===== config.mk =====
export PLATFORM = sky130hd
export DESIGN_NAME = fetch_sequencer_flat
export DESIGN_NICKNAME = d
export VERILOG_FILES = /design/src/rtl/fetch_pkg.sv /design/src/rtl/fetch_sequencer_if.sv /design/src/rtl/fetch_sequencer_pc_next_sel.sv /design/src/rtl/fetch_sequencer.sv /design/src/flat_wrapper.sv
export SDC_FILE = /design/constraint.sdc
export NUM_CORES = 1
export LEC_CHECK = 0
export ABC_AREA = 0
export ABC_CLOCK_PERIOD_IN_PS = 3800
export BUFFER_PORTS_ARGS = -buffer_cell sky130_fd_sc_hd__buf_2
export CORE_MARGIN = 4
export CORE_UTILIZATION = 48
export DETAILED_ROUTE_END_ITERATION = 8
export GPL_TIMING_DRIVEN = 0
export MAX_ROUTING_LAYER = met4
export PLACE_DENSITY = 0.75
export REMOVE_ABC_BUFFERS = 1
export SETUP_SLACK_MARGIN = 0.5
export SKIP_CTS_REPAIR_TIMING = 1
export SYNTH_ARGS = -nofsm -noshare
export SYNTH_HDL_FRONTEND = slang
export SYNTH_HIERARCHICAL = 1
export SYNTH_SLANG_ARGS = --single-unit

===== constraint.sdc =====
create_clock -name clk -period 3.8 [get_ports clk]
set_input_delay 0.76 -clock clk [delete_from_list [all_inputs] [get_ports clk]]
set_output_delay 0.76 -clock clk [all_outputs]
set_load 0.01 [all_outputs]

===== src/rtl/fetch_pkg.sv =====
// Shared definitions for the fetch sequencer: machine word width, the HALT
// opcode and the sequencer state encoding.
package fetch_pkg;

    localparam int XLEN = 32;

    // instr[6:0] value that marks the end of the program
    localparam logic [6:0] HALT_OPCODE = 7'h7F;

    typedef enum logic [2:0] {
        WARMUP,
        RUN,
        DRAIN,
        HALTED,
        FAULT
    } state_e;

endpackage


===== src/rtl/fetch_sequencer_if.sv =====
// Fetch bus between the sequencer, the instruction store and the
// decode/execute stages.
//   master : the sequencer (drives pc/next_pc and status, reads instr and
//            pipeline controls)
//   slave  : the surrounding pipeline / instruction store
interface fetch_sequencer_if
    import fetch_pkg::*;
();
    logic [XLEN-1:0] instr;        // word at pc
    logic            stall;        // load-use hold from decode
    logic            redirect;     // taken jump/branch from execute
    logic [XLEN-1:0] redirect_pc;  // word-address target
    logic            restart;      // leave HALTED/FAULT
    logic [XLEN-1:0] pc;           // current fetch word address
    logic [XLEN-1:0] next_pc;      // pc+1 for link computation
    logic            fetch_valid;  // instr is a real instruction this cycle
    logic            flush;        // squash younger instructions in IF/ID
    logic            halted;       // program completed
    logic            fault;        // pc left the legal range

    modport master (
        input  instr, stall, redirect, redirect_pc, restart,
        output pc, next_pc, fetch_valid, flush, halted, fault
    );

    modport slave (
        output instr, stall, redirect, redirect_pc, restart,
        input  pc, next_pc, fetch_valid, flush, halted, fault
    );
endinterface


===== src/rtl/fetch_sequencer_pc_next_sel.sv =====
// Candidate next-pc selection with range check.
//   pc_i          : current pc
//   redirect_i    : choose redirect_pc_i instead of pc_i+1
//   redirect_pc_i : redirect target (unsigned word address)
//   pc_o          : candidate value to load into pc
//   fault_o       : candidate is outside 0..IMEM_DEPTH-1 and must not load
module pc_next_sel
    import fetch_pkg::*;
#(
    parameter int IMEM_DEPTH = 64
) (
    input  logic [XLEN-1:0] pc_i,
    input  logic            redirect_i,
    input  logic [XLEN-1:0] redirect_pc_i,
    output logic [XLEN-1:0] pc_o,
    output logic            fault_o
);
    always_comb begin
        pc_o    = redirect_i ? redirect_pc_i : (pc_i + XLEN'(1));
        // Unsigned compare: negative redirect targets land here as huge values.
        fault_o = (pc_o >= XLEN'(IMEM_DEPTH));
    end
endmodule


===== src/rtl/fetch_sequencer.sv =====
// Fetch sequencer: owns the program counter and decides each cycle whether it
// advances, holds, redirects or stops. Handles startup warm-up, stall hold,
// redirect with flush, HALT drain and the out-of-range fault.
//   clk   : system clock, rising edge
//   rst_n : asynchronous active-low reset
//   fs_if : fetch bus (master side), see fetch_sequencer_if
module fetch_sequencer
    import fetch_pkg::*;
#(
    parameter int IMEM_DEPTH     = 64,
    parameter int STARTUP_CYCLES = 2,
    parameter int DRAIN_CYCLES   = 4
) (
    input  logic                clk,
    input  logic                rst_n,
    fetch_sequencer_if.master   fs_if
);
    localparam int CNT_MAX = (STARTUP_CYCLES > DRAIN_CYCLES) ? STARTUP_CYCLES : DRAIN_CYCLES;
    localparam int CNT_W   = (CNT_MAX > 1) ? $clog2(CNT_MAX) : 1;

    state_e          state_q;
    logic [CNT_W-1:0] cnt_q;
    logic [XLEN-1:0] pc_q;
    logic [XLEN-1:0] next_pc_q;
    logic            flush_q;
    logic            halted_q;
    logic            fault_q;

    logic [XLEN-1:0] pc_d;
    logic            pc_fault_d;
    logic            is_halt;
    logic            advance;

    pc_next_sel #(
        .IMEM_DEPTH(IMEM_DEPTH)
    ) u_pc_next_sel (
        .pc_i          (pc_q),
        .redirect_i    (fs_if.redirect),
        .redirect_pc_i (fs_if.redirect_pc),
        .pc_o          (pc_d),
        .fault_o       (pc_fault_d)
    );

    always_comb begin
        is_halt = (fs_if.instr[6:0] == HALT_OPCODE);
        // pc moves on a redirect (RUN or DRAIN) or a plain sequential step in RUN.
        advance = fs_if.redirect ||
                  ((state_q == RUN) && !fs_if.stall && !is_halt);
    end

    always_ff @(posedge clk or negedge rst_n) begin
        if (!rst_n) begin
            state_q   <= WARMUP;
            cnt_q     <= '0;
            pc_q      <= '0;
            next_pc_q <= XLEN'(1);
            flush_q   <= 1'b0;
            halted_q  <= 1'b0;
            fault_q   <= 1'b0;
        end else begin
            flush_q <= 1'b0;
            case (state_q)
                WARMUP: begin
                    if (cnt_q == CNT_W'(STARTUP_CYCLES - 1)) begin
                        state_q <= RUN;
                        cnt_q   <= '0;
                    end else begin
                        cnt_q <= cnt_q + CNT_W'(1);
                    end
                end
                RUN, DRAIN: begin
                    if (advance) begin
                        if (pc_fault_d) begin
                            // Illegal target: keep the old pc and stop.
                            fault_q <= 1'b1;
                            state_q <= FAULT;
                        end else begin
                            pc_q      <= pc_d;
                            next_pc_q <= pc_d + XLEN'(1);
                            flush_q   <= fs_if.redirect;
                            state_q   <= RUN;
                            cnt_q     <= '0;
                        end
                    end else if (state_q == RUN) begin
                        // Not advancing in RUN: either stalled (hold) or HALT seen.
                        if (!fs_if.stall) begin
                            state_q <= DRAIN;
                            cnt_q   <= '0;
                        end
                    end else if (cnt_q == CNT_W'(DRAIN_CYCLES - 1)) begin
                        state_q  <= HALTED;
                        halted_q <= 1'b1;
                    end else begin
                        cnt_q <= cnt_q + CNT_W'(1);
                    end
                end
                HALTED, FAULT: begin
                    if (fs_if.restart) begin
                        state_q   <= WARMUP;
                        cnt_q     <= '0;
                        pc_q      <= '0;
                        next_pc_q <= XLEN'(1);
                        halted_q  <= 1'b0;
                        fault_q   <= 1'b0;
                    end
                end
                default: state_q <= WARMUP;
            endcase
        end
    end

    assign fs_if.pc          = pc_q;
    assign fs_if.next_pc     = next_pc_q;
    assign fs_if.flush       = flush_q;
    assign fs_if.halted      = halted_q;
    assign fs_if.fault       = fault_q;
    assign fs_if.fetch_valid = (state_q == RUN) && !fs_if.stall;

endmodule


===== src/flat_wrapper.sv =====
// flat-port wrapper written by rule: the top's interface ports become plain ports
module fetch_sequencer_flat import fetch_pkg::*;
#(
    parameter int IMEM_DEPTH     = 64,
    parameter int STARTUP_CYCLES = 2,
    parameter int DRAIN_CYCLES   = 4
)
  (clk, rst_n, fs_if_instr, fs_if_stall, fs_if_redirect, fs_if_redirect_pc, fs_if_restart, fs_if_pc, fs_if_next_pc, fs_if_fetch_valid, fs_if_flush, fs_if_halted, fs_if_fault);
  fetch_sequencer_if fs_if_i ();
  input  logic clk;
  input  logic rst_n;
  input wire logic [$bits(fs_if_i.instr)-1:0] fs_if_instr;
  input wire logic [$bits(fs_if_i.stall)-1:0] fs_if_stall;
  input wire logic [$bits(fs_if_i.redirect)-1:0] fs_if_redirect;
  input wire logic [$bits(fs_if_i.redirect_pc)-1:0] fs_if_redirect_pc;
  input wire logic [$bits(fs_if_i.restart)-1:0] fs_if_restart;
  output wire logic [$bits(fs_if_i.pc)-1:0] fs_if_pc;
  output wire logic [$bits(fs_if_i.next_pc)-1:0] fs_if_next_pc;
  output wire logic [$bits(fs_if_i.fetch_valid)-1:0] fs_if_fetch_valid;
  output wire logic [$bits(fs_if_i.flush)-1:0] fs_if_flush;
  output wire logic [$bits(fs_if_i.halted)-1:0] fs_if_halted;
  output wire logic [$bits(fs_if_i.fault)-1:0] fs_if_fault;
  assign fs_if_i.instr = fs_if_instr;
  assign fs_if_i.stall = fs_if_stall;
  assign fs_if_i.redirect = fs_if_redirect;
  assign fs_if_i.redirect_pc = fs_if_redirect_pc;
  assign fs_if_i.restart = fs_if_restart;
  assign fs_if_pc = fs_if_i.pc;
  assign fs_if_next_pc = fs_if_i.next_pc;
  assign fs_if_fetch_valid = fs_if_i.fetch_valid;
  assign fs_if_flush = fs_if_i.flush;
  assign fs_if_halted = fs_if_i.halted;
  assign fs_if_fault = fs_if_i.fault;
  fetch_sequencer #(.IMEM_DEPTH(IMEM_DEPTH), .STARTUP_CYCLES(STARTUP_CYCLES), .DRAIN_CYCLES(DRAIN_CYCLES)) u_core (.clk(clk), .rst_n(rst_n), .fs_if(fs_if_i));
endmodule

==> results of run 1 <==
==> power groups by stage <==
stage / Clock (W) / Combinational, W / Sequential [W]
finish: 0.000589 / 0.000555 / 0.000847
global route: 0.000638 / 0.000606 / 0.000854
CTS: 0.000593 / 0.000460 / 0.000846
detailed placement: 0 / 0.000457 / 0.000861
global placement: 0 / 0.000436 / 0.000859
floorplan: 0 / 0.000314 / 0.000853
==> state kept, by name (all words and copies together) (netlist names) <==
| register | cells |
|---|---|
| u_core/state_q | 3 |
| u_core/fs_if.flush | 1 |
| u_core/cnt_q | 2 |
| u_core/fs_if.pc | 32 |
| u_core/fs_if.fault | 1 |
| u_core/fs_if.next_pc | 32 |
| u_core/fs_if.halted | 1 |
==> worst paths after layout <==
check / from / to / slack (ns) / depth (start not counted)
setup / recovery: u_core/fs_if.pc[1] / u_core/fs_if.next_pc[10] / 0.15 / 12
hold / removal: rst_n / u_core/fs_if.next_pc[1] / 0.41 / 2
setup reg to reg: u_core/fs_if.pc[1] / u_core/fs_if.next_pc[10] / 0.15 / 12
hold reg to reg: u_core/fs_if.next_pc[0] / u_core/fs_if.next_pc[0] / 0.46 / 2
max in group asynchronous: rst_n / u_core/fs_if.next_pc[0] / 3.08 / 2
min in group clk: u_core/fs_if.next_pc[0] / u_core/fs_if.next_pc[0] / 0.46 / 2
==> cell usage in the layout (no fill, tap or decap), types with 4 or more instances in the layout <==
cell,count
o21a_1,4
dfrtp_1,65
ha_1,4
buf_4,24
and3_1,6
or4_1,5
dfrtp_2,6
nor2_1,14
and2_1,5
buf_6,4
nand4_1,22
nand2_1,68
a21oi_1,8
clkbuf_8,9
o21ai_0,12
nor4_1,9
o21ai_2,31
nand3_1,28
and4_1,10
o21ai_1,7
xor2_1,28
buf_2,109
mux2_2,5
nor3_1,14
inv_1,14
xnor2_1,22
a21o_1,5
a22o_1,34
==> metal layers <==
| layer | share of wire [%] | GRT usage [%] |
|---|---|---|
| met2 | 47 | 34.6 |
| met4 | 2.9 | 9.88 |
| met1 | 42 | 32.3 |
| met5 | 0 | - |
| met3 | 7.7 | 4.05 |
==> stage by stage <==
step	cell area [um^2]	setup TNS, ns	hold WS, ns	power [W]
after floorplan	4710	-8.49	0.464	0.00117
after global placement	5430	-97.83	0.450	0.00129
after detailed placement	5460	-100.26	0.453	0.00132
after CTS	5640	-73.42	0.418	0.00190
after global routing	6150	0	0.422	0.00210
final	6150	0	0.406	0.00199
==> cell families (layout without fill, tap and decap cells) <==
group / count (synthesis) / count (layout)
multiplexers: 9 / 9
buffers and inverters: 47 / 173
adder cells (fa/ha/maj): 5 / 5
flip-flops: 72 / 72
AND/OR/NAND/NOR: 214 / 216
XOR/XNOR: 50 / 50
AO/OA/AOI/OAI: 130 / 132
==> layout make-up <==
cell class                 instances  area, um^2  area share (%)
timing repair buffer             140         846            13.8
timing repair inverter             1        7.51           0.122
clock buffer                      12         135            2.20
multi-input combinational        412        3070            50.0
sequential                        72        1810            29.4
tap                              133         166            2.71
clock inverter                     4        45.0           0.732
inverter                          16        66.3            1.08
==> results.py, run 1 <==
metrics = {
    "status": {
        "status": "finished clean",
    },
    "routing": {
        "drtAntennaViolNets": 0,
        "firstDrtPassIters": 5,
        "first_iter_violations": 310,
        "wl_mm": 14.7,
        "drc_errors": 0,
        "wl_per_cell_um": 18.6,
        "vias_per_cell": 6.05,
        "routed-via-count": 4779,
    },
    "clocking": {
        "root_buffer": "clkbuf_8",
        "cts_tree": "built",
        "clk_path_buf_depth": 2,
        "clkSinkCount": 72,
        "cts_inserted_buffers": 9,
        "clk_pin_slew_worst_paths_ns": 0.08,
        "worstSkewPairLatency_ns": 0.36,
        "htree_levels": 3,
    },
    "setup_path": {
        "end_kind": "flop",
        "critPathSlowestCell": "or4_4",
        "startpoint_type": "flop",
        "crit_path_max_fanout": 29,
        "worstPathCellList": "ha_4 > nand4_4 > or4_4 > buf_6 > o31ai_4 > a31oi_4 > nor4_2 > nor4b_4 > nand4_1 > buf_6 > o31a_4 > a22o_1",
        "path_buf_inv": 2,
        "max_stage_delay_ns": 0.70,
        "crit_top_cell": "buf_6",
        "critPathTopFamily": "simple AND/OR/NAND/NOR gates",
        "crit_required_ns": 4.05,
        "arrival_ns": 3.90,
        "path_class": "reg2reg",
    },
    "power": {
        "p_int_w": 0.00132,
        "clkPwrFrac_pct": 29.6,
        "cellLeakagePower_nw": 2.79,
        "combPwrFrac_pct": 27.9,
        "p_switching_w": 0.000672,
        "sw_frac_of_total_pct": 33.7,
        "power_density_nw_per_um2": 324,
        "p_seq_share_pct": 42.5,
        "ir_drop_mv": 0.175,
    },
    "sta": {
        "hold_viol_final": 0,
        "fin_crit_sh_pct": 96.0,
        "finClkSkew_ns": 0.00790,
        "slew_headroom_pct": 27.7,
        "setup_ws_ns": 0.153,
        "setup_viol": 0,
        "rsz0062_at_grt": "true",
        "final.min_clock_period_ns": 3.65,
        "max_freq_mhz": 274,
        "drv_slew": 0,
        "worstMarginPinSlew_ns": 1.07,
    },
    "layout": {
        "fin_cells": 790,
        "drive_gt1_share_pct": 36.1,
        "diodes": 0,
        "finish.utilization_pct": 62.1,
        "area_growth_pct": 24.2,
        "nFillCells": 836,
        "fin_nets": 726,
    },
    "placement": {
        "place_inst": 741,
        "portBuffers": 111,
        "place.gp.congestion": 0.899,
        "post-dp-hpwl_mm": 9.55,
        "pre_cts_ws_ns": -1.79,
    },
    "logic_synthesis": {
        "ys_top_cells_by_area": "dfrtp_1 (36%), a22o_1 (6.0%), nand2_1 (5.2%)",
        "synth_fa_ha_area_share_pct": 1.26,
        "synth-async-reset-ratio_pct": 100,
        "synth-edff-count": 0,
        "synthSimpleGateAreaFrac_pct": 24.6,
        "synth_compound_area_share_pct": 20.8,
        "ys_ff_latch": 72,
        "synth_top_family_by_area": "simple AND/OR/NAND/NOR gates",
        "yosysUniqueCellTypes": 72,
        "synthMuxAreaShare_pct": 1.97,
        "ys_top_cells_by_count": "dfrtp_1 (71), nand2_1 (68), a22o_1 (34)",
        "synth.top_cell.area_share_pct": 35.9,
        "avgSynthCellArea_um2": 9.40,
        "synth_top_area_cell": "dfrtp_1",
        "ys_seq_area_share_pct": 36.4,
        "synth_area_um2": 4950,
        "synth_xor_area_share_pct": 8.84,
        "ys.flop_type": "dfrtp_1",
        "yosys_warnings": 6,
        "synth.most_common_cell": "dfrtp_1",
        "syn_inst": 527,
    },
    "die": {
        "die_w_um": 110,
        "placementRows": 36,
        "die_h_um": 110,
        "die-area_um2": 12000,
        "io_pins": 137,
        "start_util_pct": 50.0,
        "fp.coreArea_um2": 9910,
    },
    "worst_hold_path": {
        "hp-class": "in2async",
    },
    "run": {
        "maxCapViolations": 0,
    },
    "grt": {
        "grt_pass1_wl_mm": 21.6,
        "grt_overflow": 0,
        "grt_pass1_vias": 4280,
        "grt_max_degree": 73,
        "track_usage_pct": 23.6,
        "antenna_found_initial": 0,
    },
}
No activity file was read; power rests on OpenSTA's default activity.
==> inputs of run 2 (changes only) <==
Settings changed: ABC_CLOCK_PERIOD_IN_PS 3800 to 3080.
Clock period 3.8 ns to 3.08 ns, I/O delays scaled along.
==> results.py, run 2 (synthesis results as in run 1) <==
metrics = {
    "clocking": {
        "clkSinkCount": 72,
        "cts_inserted_buffers": 9,
        "clk_pin_slew_worst_paths_ns": 0.08,
        "cts_tree": "built",
        "worstSkewPairLatency_ns": 0.37,
        "clk_path_buf_depth": 2,
        "root_buffer": "clkbuf_8",
        "htree_levels": 3,
    },
    "power": {
        "ir_drop_mv": 0.216,
        "cellLeakagePower_nw": 2.81,
        "power_density_nw_per_um2": 398,
    },
    "sta": {
        "worstMarginPinSlew_ns": 0.796,
        "finalHoldWorstSlack_ns": 0.243,
        "rsz0062_at_grt": "true",
        "slew_headroom_pct": 46.4,
        "drv_slew": 0,
        "hold_viol_final": 0,
        "final.min_clock_period_ns": 3.49,
        "finClkSkew_ns": 0.0120,
        "setup_viol": 69,
        "max_freq_mhz": 286,
        "setup_ws_ns": -0.414,
        "fin_crit_sh_pct": 113,
    },
    "setup_path": {
        "end_kind": "flop",
        "crit_required_ns": 3.33,
        "crit_path_max_fanout": 14,
        "reg2regPathDepth": 13,
        "critPathTopFamily": "simple AND/OR/NAND/NOR gates",
        "crit_path_end": "u_core/fs_if.next_pc[19]",
        "reg2reg_slack_ns": -0.41,
        "r2r-end": "u_core/fs_if.next_pc[19]",
        "max_stage_delay_ns": 0.63,
        "cp.depth": 13,
        "critPathLaunch": "u_core/fs_if.pc[1]",
        "worstPathCellList": "ha_4 > nand4_4 > or4_4 > nor3_1 > xor2_1 > o41a_1 > nor4b_4 > nand4_1 > buf_6 > buf_4 > o31a_4 > nand2_1 > o21ai_2",
        "arrival_ns": 3.74,
        "reg2reg_from": "u_core/fs_if.pc[1]",
        "critPathSlowestCell": "or4_4",
        "path_class": "reg2reg",
        "startpoint_type": "flop",
        "path_buf_inv": 2,
    },
    "layout": {
        "area_growth_pct": 25.9,
        "seq_area_um2": 1820,
        "fin_cells": 793,
        "diodes": 0,
        "final_cell_mix": "buf_2 (109), nand2_1 (63), dfrtp_1 (61)",
        "multi_input_area_um2": 3140,
        "fin_nets": 729,
        "finish.utilization_pct": 62.9,
        "nFillCells": 807,
        "stdcell_area_um2": 6240,
        "mostFrequentLayoutCell": "buf_2",
        "drive_gt1_share_pct": 39.1,
    },
    "placement": {
        "pre_cts_ws_ns": -2.37,
        "post_dp_cell_area_um2": 5460,
        "post-dp-hpwl_mm": 9.55,
        "place_inst": 741,
        "place.gp.congestion": 0.899,
        "portBuffers": 111,
    },
    "status": {
        "status": "finished with violations",
        "violations": "negative setup slack",
    },
    "grt": {
        "grt_max_degree": 73,
        "grt_overflow": 0,
        "track_usage_pct": 23.6,
        "antenna_found_initial": 0,
        "grt_pass1_vias": 4280,
        "grt_pass1_wl_mm": 21.6,
    },
    "routing": {
        "wl_per_cell_um": 19.0,
        "met2_length_mm": 7.13,
        "vias_per_cell": 6.17,
        "wl_met1_mm": 6.21,
        "highest_layer": "met4",
        "wl_mm": 15.0,
        "drtAntennaViolNets": 0,
        "routed-via-count": 4889,
        "drc_errors": 0,
        "first_iter_violations": 376,
        "firstDrtPassIters": 5,
        "met3_wirelength_mm": 1.20,
    },
    "die": {
        "fp.coreArea_um2": 9910,
        "die_w_um": 110,
        "start_util_pct": 50.0,
        "placementRows": 36,
        "die_h_um": 110,
        "die-area_um2": 12000,
        "io_pins": 137,
    },
    "worst_hold_path": {
        "hp-class": "in2async",
    },
    "run": {
        "maxCapViolations": 0,
    },
}
[run 2: changes by cell type in the layout (fill, tap and decap cells not counted), sizes merged]
| cell | before | now |
|---|---|---|
| o31a | 6 | 7 |
| buf | 140 | 142 |
[run 2: per-layer routing]
metal	up-vias	GRT usage, %
met5	-	-
met4	0	9.88
met3	66	4.05
met2	297	34.6
met1	2294	32.3
li1	2232	-
[run 2: how the worst min path moves through the flow]
stage          slack, ns  cells after the start                      end               startpoint
6_report            0.24                      2  u_core/fs_if.next_pc[1]                    rst_n
5_1_grt             0.28                      2  u_core/fs_if.next_pc[1]                    rst_n
4_1_cts             0.27                      2       u_core/fs_if.pc[2]                    rst_n
3_5_place_dp        0.45                      2  u_core/fs_if.next_pc[0]  u_core/fs_if.next_pc[0]
3_3_place_gp        0.45                      2  u_core/fs_if.next_pc[0]  u_core/fs_if.next_pc[0]
2_1_floorplan       0.32                      0          u_core/cnt_q[0]                    rst_n
[run 2: report_power, final]
group | total (W) | switching (W) | leakage (nW) | internal (W)
registers | 0.00104 | 0.0000659 | 0.978 | 0.000977
clock network | 0.000735 | 0.000364 | 0.0941 | 0.000371
logic | 0.000707 | 0.000423 | 1.74 | 0.000284
[run 2: area by class of cell]
| type | instances | share of cell area [%] |
|---|---|---|
| sequential | 72 | 29.1 |
| inverter | 16 | 1.06 |
| tap | 133 | 2.67 |
| multi-input combinational | 413 | 50.4 |
| timing repair inverter | 1 | 0.120 |
| timing repair buffer | 142 | 13.7 |
| clock buffer | 12 | 2.17 |
| clock inverter | 4 | 0.722 |
[run 2: per-stage QoR]
| stage | total power (W) | setup TNS (ns) |
|---|---|---|
| floorplan | 0.00144 | -52.18 |
| global placement | 0.00160 | -138.15 |
| CTS | 0.00234 | -113.82 |
| finish | 0.00248 | -24.70 |
| global route | 0.00261 | -31.73 |
| detailed placement | 0.00163 | -140.58 |
